**config.mk**
```make
export PLATFORM = sky130hd
export DESIGN_NAME = axi_dac_jesd204_sync_ctrl
export DESIGN_NICKNAME = d
export VERILOG_FILES = /design/src/rtl/axi_dac_jesd204_sync_ctrl_pkg.sv /design/src/rtl/axi_dac_jesd204_sync_ctrl.sv
export SDC_FILE = /design/constraint.sdc
export NUM_CORES = 1
export LEC_CHECK = 0
export BUFFER_PORTS_ARGS = -buffer_cell sky130_fd_sc_hd__buf_2
export CORE_UTILIZATION = 28
export CTS_BUF_LIST = sky130_fd_sc_hd__clkbuf_2 sky130_fd_sc_hd__clkbuf_4 sky130_fd_sc_hd__clkbuf_8
export CTS_CLUSTER_SIZE = 28
export DETAILED_ROUTE_END_ITERATION = 8
export PLACE_DENSITY = 0.53
export SYNTH_ARGS = -nofsm -noshare
export SYNTH_HDL_FRONTEND = slang
export SYNTH_SLANG_ARGS = --single-unit
```
**constraint.sdc**
```tcl
create_clock -name dac_clk -period 2.5 [get_ports dac_clk]
set_input_delay 0.5 -clock dac_clk [delete_from_list [all_inputs] [get_ports dac_clk]]
set_output_delay 0.5 -clock dac_clk [all_outputs]
set_load 0.02 [all_outputs]
```
**src/rtl/axi_dac_jesd204_sync_ctrl_pkg.sv**
```systemverilog
// Shared encodings for the JESD204 DAC datapath sync sequencer.
package axi_dac_jesd204_sync_ctrl_pkg;

  localparam int unsigned CNT_W = 16;

  typedef enum logic [2:0] {
    ST_IDLE      = 3'd0,
    ST_ARM       = 3'd1,
    ST_WAIT_LMFC = 3'd2,
    ST_SYNC      = 3'd3,
    ST_SETTLE    = 3'd4,
    ST_DONE      = 3'd5
  } sync_state_e;

endpackage

```
**src/rtl/axi_dac_jesd204_sync_ctrl.sv**
```systemverilog
// Mutes the DAC, optionally aligns to LMFC, pulses per-channel datapath sync,
// then holds mute until the DDS pipeline has flushed.
module axi_dac_jesd204_sync_ctrl
  import axi_dac_jesd204_sync_ctrl_pkg::*;
#(
  parameter int unsigned NUM_CHANNELS   = 4,
  parameter int unsigned SYNC_CYCLES    = 2,
  parameter int unsigned SETTLE_CYCLES  = 16,
  parameter int unsigned TIMEOUT_CYCLES = 4096
) (
  input  logic                    dac_clk,
  input  logic                    dac_rstn,
  input  logic                    sync_req,
  input  logic                    sync_ext_mode,
  input  logic                    dac_lmfc,
  input  logic [NUM_CHANNELS-1:0] chan_mask,
  output logic [NUM_CHANNELS-1:0] dac_data_sync,
  output logic                    dac_mute,
  output logic                    sync_busy,
  output logic                    sync_done,
  output logic                    sync_timeout,
  output logic [15:0]             sync_count
);

  localparam logic [CNT_W-1:0] SYNC_LOAD    = CNT_W'(SYNC_CYCLES - 1);
  localparam logic [CNT_W-1:0] SETTLE_LOAD  = CNT_W'(SETTLE_CYCLES - 1);
  localparam logic [CNT_W-1:0] TIMEOUT_LOAD = CNT_W'(TIMEOUT_CYCLES - 1);

  sync_state_e             state_q, state_d;
  logic [CNT_W-1:0]        cnt_q, cnt_d;
  logic [NUM_CHANNELS-1:0] mask_q, mask_d;
  logic                    mode_q, mode_d;
  logic                    pend_q, pend_d;
  logic                    tout_q, tout_d;
  logic [15:0]             count_q, count_d;
  logic [NUM_CHANNELS-1:0] dsync_q, dsync_d;
  logic                    busy_q, busy_d;
  logic                    done_q, done_d;

  always_comb begin
    state_d = state_q;
    cnt_d   = cnt_q;
    mask_d  = mask_q;
    mode_d  = mode_q;
    pend_d  = pend_q;
    tout_d  = tout_q;
    count_d = count_q;

    // Requests outside IDLE collapse into a single pending re-run.
    if (state_q != ST_IDLE && sync_req) begin
      pend_d = 1'b1;
    end

    unique case (state_q)
      ST_IDLE: begin
        if (sync_req) begin
          mask_d  = chan_mask;
          mode_d  = sync_ext_mode;
          tout_d  = 1'b0;
          state_d = ST_ARM;
        end
      end
      ST_ARM: begin
        if (mode_q) begin
          state_d = ST_WAIT_LMFC;
          cnt_d   = TIMEOUT_LOAD;
        end else begin
          state_d = ST_SYNC;
          cnt_d   = SYNC_LOAD;
        end
      end
      ST_WAIT_LMFC: begin
        if (dac_lmfc) begin
          state_d = ST_SYNC;
          cnt_d   = SYNC_LOAD;
        end else if (cnt_q == '0) begin
          state_d = ST_IDLE;
          tout_d  = 1'b1;
          pend_d  = 1'b0;
        end else begin
          cnt_d = cnt_q - CNT_W'(1);
        end
      end
      ST_SYNC: begin
        if (cnt_q == '0) begin
          state_d = ST_SETTLE;
          cnt_d   = SETTLE_LOAD;
        end else begin
          cnt_d = cnt_q - CNT_W'(1);
        end
      end
      ST_SETTLE: begin
        if (cnt_q == '0) begin
          state_d = ST_DONE;
        end else begin
          cnt_d = cnt_q - CNT_W'(1);
        end
      end
      ST_DONE: begin
        // A request landing in DONE itself counts as pending too.
        if (pend_q || sync_req) begin
          mask_d  = chan_mask;
          mode_d  = sync_ext_mode;
          pend_d  = 1'b0;
          state_d = ST_ARM;
        end else begin
          state_d = ST_IDLE;
        end
      end
      default: state_d = ST_IDLE;
    endcase

    if (state_d == ST_DONE) begin
      count_d = count_q + 16'd1;
    end

    dsync_d = (state_d == ST_SYNC) ? mask_q : '0;
    busy_d  = (state_d != ST_IDLE);
    done_d  = (state_d == ST_DONE);
  end

  always_ff @(posedge dac_clk or negedge dac_rstn) begin
    if (!dac_rstn) begin
      state_q <= ST_IDLE;
      cnt_q   <= '0;
      mask_q  <= '0;
      mode_q  <= 1'b0;
      pend_q  <= 1'b0;
      tout_q  <= 1'b0;
      count_q <= '0;
      dsync_q <= '0;
      busy_q  <= 1'b0;
      done_q  <= 1'b0;
    end else begin
      state_q <= state_d;
      cnt_q   <= cnt_d;
      mask_q  <= mask_d;
      mode_q  <= mode_d;
      pend_q  <= pend_d;
      tout_q  <= tout_d;
      count_q <= count_d;
      dsync_q <= dsync_d;
      busy_q  <= busy_d;
      done_q  <= done_d;
    end
  end

  assign dac_data_sync = dsync_q;
  assign dac_mute      = busy_q;
  assign sync_busy     = busy_q;
  assign sync_done     = done_q;
  assign sync_timeout  = tout_q;
  assign sync_count    = count_q;

endmodule

```
==> metrics.txt, run 1 <==
CTS tree=done; DR vias=2189; Tcrit/Tclk final=0.907; CTS Buf Count=5; Post-Syn Nets=284; hold_buf cts=0; die area=0.00994 mm2; largest cells by area after synthesis=dfrtp_1 45%, xnor2_1 5.2%, a21oi_1 3.7%; synth-to-layout area growth=16.8%; status=finished clean; Final nets=323; layout cells sized above 1=0.241; Setup violations, final=0; DRC=0; Fin. Hold Viols=0; drt wl/cell=14.6 um; Mapped Cells=271; antenna violations before repair=0; Cell variety after synth=61; CP Data Required Time=2.72 ns; post-synthesis sequential area ratio=0.449; area post-placement=0.00302 mm2; # rows=35; Final Skew=0.00579 ns; global-route wire length before repair=10900 um; crit path capture type=register; # fillers=963; Core Box Area=0.00924 mm2; Seq cells post-synth=48; initial core utilization=0.289; Chip Width=99.7 um; largest net degree at the start of global routing=28; clock buffer depth=2; cell area after layout=0.00312 mm2; Synth area leader=dfrtp_1; fin util=0.338; Die Y=99.7 um; clock slew at reported path FFs=0.10 ns; mapped cell area=0.00267 mm2; Ports=33; Post-synth EDFFs=0; PortBufs=32; Inserted Diodes=0; worst-path fanout max=7; Initial DRC Count=161; Leak=1.37 nW; Worst Setup SP=cnt_q[0]$_DFFE_PN0P_; crit path time final=2.27 ns; Hold WS=0.200 ns; max-slew violations=0; clock sink count=48; WS Path Type=register to register; Detail Placement HPWL=4600 um; Routed Antenna Nets=0; Hold Path Class=primary input to asynchronous set/reset pin; DR pass1 iterations=4; DRT Wirelength=6440 um; Post-synth ARST share=1.00; VDD IR max=0.274 mV; Total Neg Setup Slack=0 ns; Max-slew headroom=0.432; Yosys warnings=0; total grt overflow=0; vias in the first global route=2111; RSZ-0062 raised after global routing=false; H-tree depth=2; clk_lat worst skew=0.30 ns; Max Cap Viol=0; slew at the pin closest to its max-slew limit=0.846 ns; top_reg_cell synth=dfrtp_1; syn avg cell area=9.87 um2; GP Congestion=0.762; Root Buffer=clkbuf_8; Yosys top cell area share=0.449; RR Startpoint=cnt_q[0]$_DFFE_PN0P_; Worst setup SP type=register; gr usage total=0.138; fmax=441 MHz; Critical Path AT=2.49 ns; PD cells=945 mW/mm2; via density per instance=4.98
-- timing repair --
action	CTS	global route
buffers inserted	0	0
endpoints found under the setup margin	0	2
gates resized for setup	0	1
-- report_power, final --
part           leakage [nW]  internal [W]  switching, W
Clock                0.0448      0.000211      0.000280
Sequential            0.618      0.000968      0.000273
Combinational         0.711      0.000531      0.000689
-- critical path: stages, from the launching register on --
cell and delay (ns):
dfrtp_1 0.50, inv_1 0.13, ha_1 0.21, nor3b_1 0.13, buf_4 0.15, and4_1 0.32
o21a_4 0.30, or3_1 0.35, o211ai_1 0.09
-- cell usage in the layout, fill, tap and decap left out, drive strengths merged, types with 3 or more instances in the layout --
| master | n |
|---|---|
| and3 | 4 |
| o21ai | 17 |
| or3 | 4 |
| nand4 | 12 |
| nand3 | 12 |
| xnor2 | 16 |
| nand2 | 18 |
| ha | 4 |
| a31oi | 7 |
| nor3 | 9 |
| nand2b | 3 |
| clkbuf | 6 |
| nor2 | 12 |
| and2 | 5 |
| buf | 44 |
| nor4 | 4 |
| nor2b | 7 |
| a21oi | 21 |
| mux2 | 5 |
| o211ai | 3 |
| nor3b | 6 |
| dfrtp | 48 |
| inv | 8 |
-- final timing paths --
check                                             end  slack (ns)  cells after the start
min in group dac_clk               mode_q$_DFFE_PN0P_        0.41                      3
max in group asynchronous        state_q[1]$_DFF_PN0_        1.67                      2
hold reg to reg            sync_count[15]$_DFFE_PN0N_        0.48                      1
setup / recovery                 cnt_q[5]$_DFFE_PN0P_        0.23                      8
setup reg to reg                 cnt_q[5]$_DFFE_PN0P_        0.23                      8
hold / removal                  cnt_q[11]$_DFFE_PN0P_        0.20                      1
-- layer usage --
| metal | routed length [um] | track usage | vias to the layer above |
|---|---|---|---|
| met2 | 2960 | 0.213 | 62 |
| met1 | 3120 | 0.195 | 1054 |
| li1 | - | - | 1067 |
| met5 | 0 | 0 | - |
| met3 | 280 | 0.0211 | 6 |
| met4 | 78 | 0.0486 | 0 |
-- state kept, by name, indices dropped and copies added, names as in the netlist --
| signal | cells |
|---|---|
| cnt_q | 16 |
| dac_data_sync | 4 |
| dac_mute | 1 |
| mask_q | 4 |
| mode_q | 1 |
| pend_q | 1 |
| state_q | 3 |
| sync_count | 16 |
| sync_done | 1 |
| sync_timeout | 1 |
-- logic make-up (layout without fill, tap and decap cells) --
group,after synthesis,in the layout,share of synthesized area
fa+ha+maj,4,4,0.0187
xor+xnor,17,17,0.0557
flops,48,48,0.449
compound gates,69,69,0.166
simple gates,105,105,0.246
buf+inv,21,61,0.0365
mux,7,7,0.0285
-- through the flow --
| step | setup slack [ns] | std cells | power [W] |
|---|---|---|---|
| global placement | 0.225 | 432 | 0.00246 |
| detailed placement | 0.214 | 432 | 0.00246 |
| CTS | 0.167 | 440 | 0.00296 |
| floorplan | 0.382 | 271 | 0.00211 |
| global route | 0.0594 | 440 | 0.00317 |
| finish | 0.233 | 440 | 0.00295 |
-- cell type report --
type,instances,area (um2),share of cell area
Clock inverter,2,16.3,0.00521
Inverter,9,33.8,0.0108
Timing Repair Buffer,44,250,0.0802
Clock buffer,6,76.3,0.0244
Tap cell,129,161,0.0517
Multi-Input combinational cell,202,1380,0.443
Sequential cell,48,1200,0.385
-- synthesized netlist by cell type, drive strengths merged, types with 2 or more instances --
master and instances:
buf 7, a21oi 21, or4 2, xnor2 16, ha 4, and3 4, and4 2, nand2 18
or3 4, or3b 2, o21a 2, dfrtp 48, mux2i 2, a31oi 7, nand4 12, nor2b 7
nor3b 6, o31ai 2, nor2 12, inv 8, o22ai 2, and2 5, nor4 4, a21o 2
o211ai 3, nand2b 3, o21ai 17, nor3 9, nand3 12, clkbuf 5, mux2 5
(Power assumes the default switching activity.)
==> run 2: changes to the inputs <==
Settings changed: CORE_UTILIZATION 28 to 40, PLACE_DENSITY 0.53 to 0.68, SKIP_LAST_GASP from default to 1.
==> metrics.txt, run 2 (synthesis gave the netlist of run 1 again) <==
Core Box Area=0.00639 mm2; PortBufs=32; status=finished clean; Final Skew=0.0139 ns; Power Total=0.00314 W; Die Y=83.8 um; max-slew violations=0; worst-path fanout max=12; CP max stage cell=dfrtp_1; GP Congestion=0.850; crit path capture type=register; Routed Antenna Nets=0; Critical Path AT=2.53 ns; die area=0.00702 mm2; CTS Buf Count=5; Worst setup SP type=register; Fin. Hold Viols=0; total grt overflow=0; crit path time final=2.32 ns; initial core utilization=0.419; global-route wire length before repair=10400 um; DRT Wirelength=6140 um; Initial DRC Count=246; dpl cells=379; crit-path max cell delay=0.52 ns; DR pass1 iterations=4; Leak=1.39 nW; RSZ-0062 raised after global routing=false; crit path buf inv count=2; Max-slew headroom=0.428; Total Neg Setup Slack=0 ns; via density per instance=5.84; area of the multi-input gates=0.00138 mm2; fmax=432 MHz; fin worst setup slack=0.184 ns; commonest non-fill, non-tap cell in the layout=dfrtp_1; drt wl/cell=15.9 um; # rows=29; Hold Path Class=primary input to asynchronous set/reset pin; setup bufs post-CTS=0; clk_lat worst skew=0.31 ns; Ports=33; Max Cap Viol=0; largest net degree at the start of global routing=28; WS Path Type=register to register; antenna violations before repair=0; clock buffer depth=2; DR vias=2260; clock slew at reported path FFs=0.10 ns; hold_buf cts=0; layout cells sized above 1=0.239; Final nets=322; CTS tree=done; clock sink count=48; Setup violations, final=0; VDD IR max=0.487 mV; # fillers=597; Chip Width=83.8 um; DRC=0; Detail Placement HPWL=4450 um; Top delay family on crit path=compound AO/OA/AOI/OAI gates; Reg area=0.00120 mm2; commonest non-fill, non-tap cells in the layout=48 x dfrtp_1, 32 x buf_2, 20 x a21oi_1; vias in the first global route=2147; slew at the pin closest to its max-slew limit=0.849 ns; H-tree depth=2; Place WS=0.226 ns; synth-to-layout area growth=15.4%; Inserted Diodes=0; worst path cell trace=inv_1 > ha_1 > nor3b_1 > buf_4 > and4_1 > o21ai_2 > a31oi_1 > o21ai_0; Tcrit/Tclk final=0.927; final non-filler cell total=387; gr usage total=0.185; Root Buffer=clkbuf_8; CP Data Required Time=2.71 ns; Hold WS=0.156 ns; Post-CTS Resized=0; PD cells=1020 mW/mm2
[run 2: changes by cell type in the layout (fill, tap and decap cells not counted), sizes merged]
cell and change:
clkinvlp -1, inv +1, buf -1, clkinv -1, bufinv +2, clkbuf -1
[run 2: final timing paths]
| path | startpoint | endpoint | slack, ns | depth (start not counted) |
|---|---|---|---|---|
| max in group asynchronous | dac_rstn | cnt_q[15]$_DFFE_PN0P_ | 2.04 | 2 |
| min in group dac_clk | sync_ext_mode | mode_q$_DFFE_PN0P_ | 0.40 | 3 |
| min | dac_rstn | sync_count[0]$_DFFE_PN0N_ | 0.16 | 2 |
| max reg2reg | cnt_q[0]$_DFFE_PN0P_ | cnt_q[10]$_DFFE_PN0P_ | 0.18 | 8 |
| max | cnt_q[0]$_DFFE_PN0P_ | cnt_q[10]$_DFFE_PN0P_ | 0.18 | 8 |
| min reg2reg | cnt_q[15]$_DFFE_PN0P_ | cnt_q[15]$_DFFE_PN0P_ | 0.50 | 1 |
[run 2: cell type report]
class / instances / share of cell area
tap: 77 / 0.0312
inverter: 9 / 0.0109
clock inverter: 3 / 0.0223
clock buffer: 5 / 0.0223
sequential: 48 / 0.389
timing repair buffer: 43 / 0.0786
multi-input combinational: 202 / 0.445
[run 2: per-stage QoR]
step                 util  instance area (um2)
floorplan               -                 2670
global placement    0.462                 2950
detailed placement  0.462                 2950
CTS                 0.483                 3090
global route        0.483                 3090
finish              0.483                 3090
[run 2: where the power goes]
group	switching, W	total [W]	internal [W]	leakage (nW)
Clock	0.000282	0.000685	0.000403	0.0687
Sequential	0.000247	0.00122	0.000969	0.618
Combinational	0.000712	0.00124	0.000526	0.706
[run 2: layer usage]
layer | up-vias | track usage | wire length (um)
met3 | 6 | 0.0346 | 323
li1 | 1069 | - | -
met4 | 0 | 0.0755 | 80
met1 | 1113 | 0.261 | 2810
met2 | 72 | 0.280 | 2920
met5 | - | 0 | 0
==> run 3: changes to the inputs <==
Settings changed: BUFFER_PORTS_ARGS -buffer_cell sky130_fd_sc_hd__buf_2 to -buffer_cell sky130_fd_sc_hd__clkbuf_2.
==> metrics.txt, run 3 (synthesis gave the netlist of run 1 again) <==
CTS tree=done; crit path time final=2.32 ns; Final nets=321; CP Data Required Time=2.67 ns; PD cells=1010 mW/mm2; slew at the pin closest to its max-slew limit=1.13 ns; DR vias=2226; Detail Placement HPWL=4260 um; WS Path Type=register to register; crit path capture type=register; Critical Path AT=2.49 ns; fmax=431 MHz; dpl cells=378; DRT Wirelength=5920 um; drt wl/cell=15.3 um; Total Neg Setup Slack=0 ns; Routed Antenna Nets=0; final non-filler cell total=386; max-slew violations=0; layout cells sized above 1=0.236; worst-path fanout max=13; Max-slew headroom=0.239; GP Congestion=0.818; Chip Width=83.8 um; Final Skew=0.00660 ns; commonest non-fill, non-tap cells in the layout=48 x dfrtp_1, 32 x clkbuf_2, 20 x a21oi_1; via density per instance=5.77; Worst Setup SP=state_q[2]$_DFF_PN0_; commonest non-fill, non-tap cell in the layout=dfrtp_1; Max Cap Viol=0; Tcrit/Tclk final=0.929; initial core utilization=0.419; largest net degree at the start of global routing=26; Ports=33; status=finished clean; Hold Path Class=primary input to asynchronous set/reset pin; worst path cell trace=nor2b_1 > o21ai_0 > o21ai_4 > o311ai_0 > nand4_1; Worst setup SP type=register; # rows=29; synth-to-layout area growth=15.9%; Core Box Area=0.00639 mm2; VDD IR max=0.387 mV; Fin. Hold Viols=0; gr usage total=0.177; global-route wire length before repair=9940 um; DRC=0; total grt overflow=0; CP max stage cell=o21ai_0; vias in the first global route=2030; die area=0.00702 mm2; CTS Buf Count=5; RR Startpoint=state_q[2]$_DFF_PN0_; Die Y=83.8 um; DR pass1 iterations=5; Root Buffer=clkbuf_8; Setup violations, final=0; clk_lat worst skew=0.31 ns; PortBufs=32; # fillers=573; Inserted Diodes=0; Initial DRC Count=251; clock sink count=48; Leak=1.38 nW; antenna violations before repair=0; crit-path max cell delay=0.87 ns; hold_buf cts=0; clock slew at reported path FFs=0.09 ns; clock buffer depth=2; H-tree depth=2
## run 3: cell types whose count changed in the layout (fill, tap and decap cells not counted)
cell      before  now
buf_2         32    0
o21ai_4        0    1
buf_12         0    1
buf_4         11    9
o21ai_2        1    0
clkbuf_2       0   32
## run 3: final timing paths
check                      cells past startpoint  slack [ns]                          to
max                                            5        0.18        cnt_q[8]$_DFFE_PN0P_
min                                            1        0.20   sync_count[1]$_DFFE_PN0N_
max reg2reg                                    5        0.18        cnt_q[8]$_DFFE_PN0P_
min reg2reg                                    1        0.48  sync_count[15]$_DFFE_PN0N_
max in group asynchronous                      2        1.75       mask_q[1]$_DFFE_PN0P_
min in group dac_clk                           3        0.40          mode_q$_DFFE_PN0P_
## run 3: what timing repair did
item,4_1_cts,5_1_grt
setup endpoints to repair,0,1
hold endpoints to repair,0,0
gates resized for setup,0,1
buffers inserted,0,0
## run 3: metal layers
layer,routed length (um),track usage
met5,0,0
met2,2690,0.256
met1,2800,0.262
met3,357,0.0366
met4,76,0.0601
## run 3: layout make-up
class                           instances  area, um2  area share
Clock buffer                            5       68.8      0.0222
Timing Repair Buffer                   42        248      0.0799
Sequential cell                        48       1200       0.388
Inverter                                9       33.8      0.0109
Multi-Input combinational cell        202       1380       0.446
Tap cell                               77       96.3      0.0311
Clock inverter                          3       68.8      0.0222
## run 3: critical path, delay by kind of cell, from the launching register on
kind	cells	cell delay, ns
compound gates	3	1.34
simple gates	2	0.34
flops	1	0.51
## run 3: metrics by stage
step                      utilization  total power, W  cell area (um2)  hold WS, ns  setup WS (ns)
after detailed placement        0.463         0.00244             2950        0.468          0.195
final                           0.485         0.00313             3100        0.200          0.178
after global routing            0.485         0.00335             3100        0.243        -0.0105
after global placement          0.463         0.00242             2950        0.468          0.296
after floorplan                     -         0.00211             2670        0.204          0.382
after CTS                       0.484         0.00313             3090        0.218          0.236
## run 3: power by group
group	total (W)	switching (W)	internal [W]
registers	0.00121	0.000241	0.000969
clock network	0.000681	0.000278	0.000403
logic	0.00124	0.000707	0.000530
total	0.00313	0.00123	0.00190
